==> src/rtl/note_sequencer.sv <==
// Plays 4-bit note codes from an internal four-song ROM, one beat-scaled note
// at a time with a silent gap after each, under start/pause/stop pulse control.
module note_sequencer #(
  parameter int unsigned BEAT_CYCLES = 25_000_000,
  parameter int unsigned GAP_CYCLES  = 2_500_000,
  parameter int unsigned SONG_LEN    = 32
) (
  input  logic       clk,
  input  logic       rst,
  input  logic       start,
  input  logic       pause,
  input  logic       stop,
  input  logic [1:0] song_sel,
  input  logic       tempo_fast,
  output logic [3:0] key,
  output logic       key_on,
  output logic [4:0] note_index,
  output logic       playing,
  output logic       done,
  output logic [2:0] state_dbg
);

  localparam int unsigned MAX_CNT = (7 * BEAT_CYCLES > GAP_CYCLES) ? 7 * BEAT_CYCLES : GAP_CYCLES;
  localparam int unsigned CW      = $clog2(MAX_CNT + 1);
  localparam logic [CW-1:0] BEAT_C   = CW'(BEAT_CYCLES);
  localparam logic [CW-1:0] GAP_C    = CW'(GAP_CYCLES);
  localparam logic [4:0]    LAST_IDX = 5'(SONG_LEN - 1);

  typedef enum logic [2:0] {
    S_IDLE  = 3'd0,
    S_LOAD  = 3'd1,
    S_PLAY  = 3'd2,
    S_GAP   = 3'd3,
    S_PAUSE = 3'd4,
    S_DONE  = 3'd5
  } state_t;

  // Control pulses are single-cycle strobes with no back-pressure: each is
  // acted on in the cycle it is sampled, or dropped if the state ignores it.
  // Simultaneous pulses resolve stop, then pause, then start.

  // Entry layout {note[3:0], beats[2:0]}; beats == 0 ends the song.
  function automatic logic [6:0] rom_entry(input logic [1:0] song, input logic [4:0] idx);
    logic [6:0] e;
    case ({song, idx})
      {2'd0, 5'd0}: e = {4'd1,  3'd2};
      {2'd0, 5'd1}: e = {4'd3,  3'd2};
      {2'd0, 5'd2}: e = {4'd5,  3'd2};
      {2'd0, 5'd3}: e = {4'd6,  3'd2};
      {2'd0, 5'd4}: e = {4'd8,  3'd4};
      {2'd0, 5'd5}: e = {4'd0,  3'd1};
      {2'd0, 5'd6}: e = {4'd8,  3'd4};
      {2'd1, 5'd0}: e = {4'd5,  3'd1};
      {2'd1, 5'd1}: e = {4'd5,  3'd1};
      {2'd1, 5'd2}: e = {4'd6,  3'd2};
      {2'd1, 5'd3}: e = {4'd5,  3'd2};
      {2'd1, 5'd4}: e = {4'd8,  3'd2};
      {2'd1, 5'd5}: e = {4'd7,  3'd4};
      {2'd2, 5'd0}: e = {4'd10, 3'd3};
      {2'd2, 5'd1}: e = {4'd0,  3'd1};
      {2'd2, 5'd2}: e = {4'd12, 3'd1};
      {2'd2, 5'd3}: e = {4'd13, 3'd2};
      {2'd2, 5'd4}: e = {4'd15, 3'd7};
      {2'd3, 5'd0}: e = {4'd1,  3'd1};
      {2'd3, 5'd1}: e = {4'd2,  3'd1};
      {2'd3, 5'd2}: e = {4'd3,  3'd1};
      default:      e = 7'd0;
    endcase
    return e;
  endfunction

  state_t        state, nxt_state, ret_state, nxt_ret, adv_state;
  logic [CW-1:0] cnt, nxt_cnt, adv_cnt, dur_full, dur;
  logic [4:0]    nxt_idx, adv_idx;
  logic [1:0]    song_q, nxt_song;
  logic [3:0]    nxt_key;
  logic [6:0]    entry;

  assign state_dbg = state;

  always_comb begin
    entry    = rom_entry(song_q, note_index);
    dur_full = CW'(entry[2:0]) * BEAT_C;
    dur      = tempo_fast ? (dur_full >> 1) : dur_full;

    // Where PLAY/GAP would go this cycle absent any pulse; pause captures it.
    adv_state = state;
    adv_cnt   = cnt - CW'(1);
    adv_idx   = note_index;
    if (cnt <= CW'(1)) begin
      if (state == S_PLAY) begin
        adv_state = S_GAP;
        adv_cnt   = GAP_C;
      end else if (note_index == LAST_IDX) begin
        adv_state = S_DONE;
        adv_cnt   = '0;
      end else begin
        adv_state = S_LOAD;
        adv_cnt   = '0;
        adv_idx   = note_index + 5'd1;
      end
    end

    nxt_state = state;
    nxt_ret   = ret_state;
    nxt_cnt   = cnt;
    nxt_idx   = note_index;
    nxt_song  = song_q;
    nxt_key   = key;

    if (stop && state != S_IDLE) begin
      nxt_state = S_IDLE;
      nxt_cnt   = '0;
      nxt_idx   = '0;
      nxt_key   = '0;
    end else begin
      case (state)
        S_IDLE: begin
          if (start) begin
            nxt_state = S_LOAD;
            nxt_song  = song_sel;
            nxt_idx   = '0;
            nxt_cnt   = '0;
          end
        end
        S_LOAD: begin
          if (entry[2:0] == 3'd0) begin
            nxt_state = S_DONE;
          end else begin
            nxt_state = S_PLAY;
            nxt_cnt   = dur;
            nxt_key   = entry[6:3];
          end
        end
        S_PLAY, S_GAP: begin
          nxt_cnt   = adv_cnt;
          nxt_idx   = adv_idx;
          if (pause) begin
            nxt_state = S_PAUSE;
            nxt_ret   = adv_state;
          end else begin
            nxt_state = adv_state;
          end
        end
        S_PAUSE: begin
          if (pause) nxt_state = ret_state;
        end
        S_DONE:  nxt_state = S_IDLE;
        default: nxt_state = S_IDLE;
      endcase
    end
  end

  always_ff @(posedge clk) begin
    if (rst) begin
      state      <= S_IDLE;
      ret_state  <= S_IDLE;
      cnt        <= '0;
      song_q     <= '0;
      key        <= '0;
      key_on     <= 1'b0;
      note_index <= '0;
      playing    <= 1'b0;
      done       <= 1'b0;
    end else begin
      state      <= nxt_state;
      ret_state  <= nxt_ret;
      cnt        <= nxt_cnt;
      song_q     <= nxt_song;
      key        <= nxt_key;
      note_index <= nxt_idx;
      // Outputs are decoded from the state being entered so they line up with it.
      key_on     <= (nxt_state == S_PLAY) && (nxt_key != 4'd0);
      playing    <= (nxt_state == S_LOAD) || (nxt_state == S_PLAY) ||
                    (nxt_state == S_GAP)  || (nxt_state == S_PAUSE);
      done       <= (nxt_state == S_DONE);
    end
  end

endmodule

==> config.mk <==
export PLATFORM = sky130hd
export DESIGN_NAME = note_sequencer
export DESIGN_NICKNAME = d
export VERILOG_FILES = /design/src/rtl/note_sequencer.sv
export SDC_FILE = /design/constraint.sdc
export NUM_CORES = 1
export LEC_CHECK = 0
export ABC_AREA = 1
export BUFFER_PORTS_ARGS = -buffer_cell sky130_fd_sc_hd__buf_2
export CAP_MARGIN = 30
export CORE_MARGIN = 2
export CORE_UTILIZATION = 56
export DETAILED_ROUTE_END_ITERATION = 16
export PLACE_DENSITY = 0.8
export SLEW_MARGIN = 20
export SYNTH_ARGS = -nofsm -noshare
export SYNTH_HDL_FRONTEND = slang
export SYNTH_SLANG_ARGS = --single-unit
==> constraint.sdc <==
create_clock -name clk -period 3.6 [get_ports clk]
set_clock_uncertainty 0.2 [all_clocks]
set_input_delay 0.72 -clock clk [delete_from_list [all_inputs] [get_ports clk]]
set_output_delay 0.72 -clock clk [all_outputs]
set_load 0.005 [all_outputs]
Yosys cells after proc, flatten, opt, wreduce, memory -nomap -nowiden

Index checks and enable logic that the tools add are counted.
W data, S select, Z words.

Register bits: 48
Input port bits: 8
Output and inout port bits: 15
Word-level logic and storage cells: 96

Add/subtract/negate cells: 2
Multiply operators: 1
$lt $le $gt $ge: 1
Eq/ne operators: 35
Multiplexer cells: 24
Bitwise operators: 1
Reduce and logical (&&, ||, !) cells: 23

Operators by type and width:

| cell                    | count |
|---|---|
| $mux W28                | 4 |
| $pmux W7 S16            | 1 |
| $pmux W28 S3            | 1 |
| $eq A7 B7 Y1 const B    | 8 |
| $eq A7 B6 Y1 const B    | 6 |
| $le A28 B1 Y1 const B   | 1 |
| $sub A28 B1 Y28 const B | 1 |
| $mux W3                 | 8 |
| $mul A3 B19 Y22 const B | 1 |
| $mux W22                | 1 |
| $eq A7 B3 Y1 const B    | 3 |
| $mux W5                 | 4 |
| $eq A7 B2 Y1 const B    | 2 |
| $reduce_or A2 Y1        | 7 |
| $eq A3 B2 Y1 const B    | 4 |
| $mux W4                 | 3 |
| $pmux W3 S4             | 1 |
| $ne A2 B2 Y1 const B    | 5 |
| $pmux W5 S2             | 1 |
| $eq A3 B3 Y1 const B    | 3 |
| $reduce_and A3 Y1       | 3 |
| $eq A7 B1 Y1 const B    | 1 |
| $logic_not A7 Y1        | 1 |
| $eq A3 B1 Y1 const B    | 2 |
| 10 further kinds        | 15 |

Logic depth before layout (Yosys ltp)

Word-level depth: 11
Gate-level depth with buffers: 21
Mapped depth without buffers: 21

Worst setup path after synthesis

OpenSTA, ideal clock, no wires.

Kind: reg2reg
Start point: reg note_index[0]
End point: reg cnt[16]
Library setup time: 132 ps
Data arrival time: 3377 ps
Setup slack: -109 ps
Stages on the path, launching flop included: 19
Path through: dfxtp_1 > inv_1 > ha_1 > inv_1 > nor2_1 > nand2_1 > nand2_1 > nor3_1 > nand2_1 > inv_1 > fa_1 > ha_1 > fa_1 > nand2_1 > nand2_1 > xor2_1 > a22o_1 > o21ai_0 > a21oi_1

Word-level cells in the longest chain between the ends: 7

RTL lines:

| what                                 | line | RTL |
|---|---|---|
| from (decl)                          | 17   | `output logic [4:0] note_index,` |
| from (signal assigned)               | 171  | `note_index <= nxt_idx;` |
| $eq A7 B7 Y1 (tied with other cells) | 45   | `case ({song, idx})` |
| $reduce_or A2 Y1 (no line)           | --   |  |
| $pmux W7 S16 *                       | 45   |  |
| $mul A3 B19 Y22                      | 83   | `dur_full = CW'(entry[2:0]) * BEAT_C;` |
| $mux W28                             | 84   | `dur = tempo_fast ? (dur_full >> 1) : dur_full;` |
| $mux W28                             | 127  | `if (entry[2:0] == 3'd0) begin` |
| $pmux W28 S3                         | 117  | `case (state)` |
| to (signal assigned)                 | 168  | `cnt <= nxt_cnt;` |
| to (decl)                            | 73   | `logic [CW-1:0] cnt, nxt_cnt, adv_cnt, dur_full, dur;` |

Mark *: on every way between the ends. The rest lies on a longest branch, timed or not. The select of a mux whose other input is x is not followed.
A chain may end at the register's enable or synchronous reset.

Worst setup path after layout

Same ends and word-level chain as after synthesis.

==> flow_metrics.env <==
export IMPL_place_worst_setup_slack_ns=-0.127
export IMPL_grt_pass1_vias=4484
export IMPL_slew_headroom=0.624
export IMPL_path_clk_slew_ns=0.10
export IMPL_critPathCaptureType="flop"
export IMPL_cp_max_fo=5
export IMPL_layout_drive_gt1_share=0.276
export IMPL_root_buffer="clkbuf_8"
export IMPL_finalSetupViolations=0
export IMPL_synth_edff_count=0
export IMPL_yosysWarningCount=0
export IMPL_final_hold_viol_count=0
export IMPL_whs_ns=0.294
export IMPL_fin_crit_sh=0.983
export IMPL_maxSlewViolCount=0
export IMPL_ys_ff_latch=48
export IMPL_fin_ws_ns=0.0626
export IMPL_dieArea_um2=8290
export IMPL_cts_sinks=48
export IMPL_area_growth_pct=22.5
export IMPL_period_minus_slack_ns=3.54
export IMPL_yosysUniqueCellTypes=46
export IMPL_routed_via_density=5.54
export IMPL_insertion_delay_ns=0.32
export IMPL_grt_overflow_total=0
export IMPL_hpwl_mm=9.11
export IMPL_htreeDepth=2
export IMPL_firstDrtPassIters=5
export IMPL_via_count=4709
export IMPL_critPathLaunchType="flop"
export IMPL_setup_tns_ns=0
export IMPL_grt_max_degree=34
export IMPL_tightest_slew_ns=0.563
export IMPL_drc=0
export IMPL_grt_pass1_wl_mm=20.4
export IMPL_final_cell_mix="nand2_1, nor2_1, inv_1, nand3_1, dfxtp_1"
export IMPL_start_util=0.582
export IMPL_max_freq_mhz=283
export IMPL_worst_endpoint_required_ns=3.60
export IMPL_status="finished clean"
export IMPL_synthCells=687
export IMPL_final_common_cell="nand2_1"
export IMPL_critical_path_class="reg -> reg"
export IMPL_ys_flop_type="dfxtp_1"
export IMPL_antenna_found_initial=0
export IMPL_ant_nets=0
export IMPL_placed_area_um2=4650
export IMPL_ys_seq_area_frac=0.226
export IMPL_gp_congestion=0.970
export IMPL_rows=31
export IMPL_cts_buffer_depth=2
export IMPL_syn_avg_cell_area_um2=6.18
export IMPL_drv_cap=0
export IMPL_synth_area_um2=4250
export IMPL_design_area_um2=5200
export IMPL_hp_class="reg -> reg"
export IMPL_wirelength_mm=12.5
export IMPL_core_area_um2=7290
export IMPL_cts_tree="yes"
export IMPL_antennaDiodeCount=0
export IMPL_ctsHoldBuffers=0
export IMPL_cp_arrival_ns=3.53
export IMPL_async_reset_ff_frac=0
export IMPL_initialDrtViolationCount=306
export IMPL_numCtsBuffers=5
export IMPL_wire_per_inst_um=14.8
export IMPL_synth_nets=716
export IMPL_grt_use_total=0.295
export IMPL_io_buffers=22
export IMPL_ios=23
export IMPL_die_w_um=91.1
export IMPL_dieHeight_um=91.1
export IMPL_layout_nets=779
==> flip-flops by register name, summed over array words and instances (netlist names) <==
name,flops
cnt,28
note_index,5
key,4
ret_state,3
state_dbg,3
song_q,2
done,1
key_on,1
playing,1
==> area by class of cell <==
| cell class | instances | area (µm²) |
|---|---|---|
| repair buffers | 66 | 448 |
| multi-input cells | 538 | 3190 |
| clock buffers | 5 | 68.8 |
| clock inverters | 3 | 46.3 |
| well taps | 99 | 124 |
| flip-flops and latches | 48 | 975 |
| fillers | 638 | 2090 |
| inverters | 91 | 349 |
==> synthesized netlist by cell type (4+ instances only) <==
cell type,count,area share
nand2_1,177,0.16
nor2_1,94,0.083
inv_1,71,0.063
nand3_1,68,0.080
dfxtp_1,48,0.23
a21oi_1,37,0.044
o21ai_0,23,0.027
inv_2,20,0.018
ha_1,18,0.053
xor2_1,18,0.037
o21ai_1,13,0.015
nand4_1,12,0.018
nor2_4,9,0.024
nor3_1,8,0.0094
nand2_2,5,0.0074
nor2_2,5,0.0074
or2_2,5,0.0074
buf_4,4,0.0071
nand2_4,4,0.011
xnor2_1,4,0.0083
==> worst max-delay path, cell delays in order (launching register included) <==
cell     delay (ns)
dfxtp_4        0.40
buf_4          0.12
ha_2           0.20
nand2_2        0.09
a21oi_1        0.29
a21oi_2        0.08
nand3_2        0.12
fa_2           0.50
ha_4           0.19
fa_2           0.40
nand2_1        0.10
nand2_2        0.08
xor2_1         0.17
a22o_1         0.22
o21ai_0        0.16
a21oi_1        0.08
==> cell families (layout without fill, tap and decap cells) <==
family,Yosys count,count (layout),synth area share
AO/OA/AOI/OAI,93,93,0.124
XOR/XNOR,22,22,0.0454
adder cells (fa/ha/maj),21,21,0.0672
buffers and inverters,101,165,0.0970
flip-flops,48,48,0.226
AND/OR/NAND/NOR,402,402,0.440
==> routing by layer <==
metal | GRT usage | routed length (µm)
met1 | 0.367 | 5300
met2 | 0.510 | 6100
met3 | 0.0440 | 724
met4 | 0.117 | 418
met5 | 0 | 0
==> final timing paths <==
| path | startpoint | end | slack, ns | depth (start not counted) |
|---|---|---|---|---|
| worst min-delay path | ret_state[1] | ret_state[1] | 0.29 | 2 |
| worst min register to register | ret_state[1] | ret_state[1] | 0.29 | 2 |
| worst max-delay path | note_index[0] | cnt[16] | 0.06 | 15 |
| worst max register to register | note_index[0] | cnt[16] | 0.06 | 15 |
==> repair_timing <==
item                       CTS  global route
setup endpoints to repair   11            13
buffers inserted             5             8
gates resized for setup     10            85
pin swaps                    5            27
==> through the flow <==
stage                      util  std cells
after global routing      0.713        850
after global placement    0.637        829
after CTS                 0.664        842
after floorplan               -        687
after detailed placement  0.637        829
final                     0.713        850
Power is left out: the tool's default activity adds up to more than one toggle a clock period on the data nets, which glitch-free logic cannot reach.
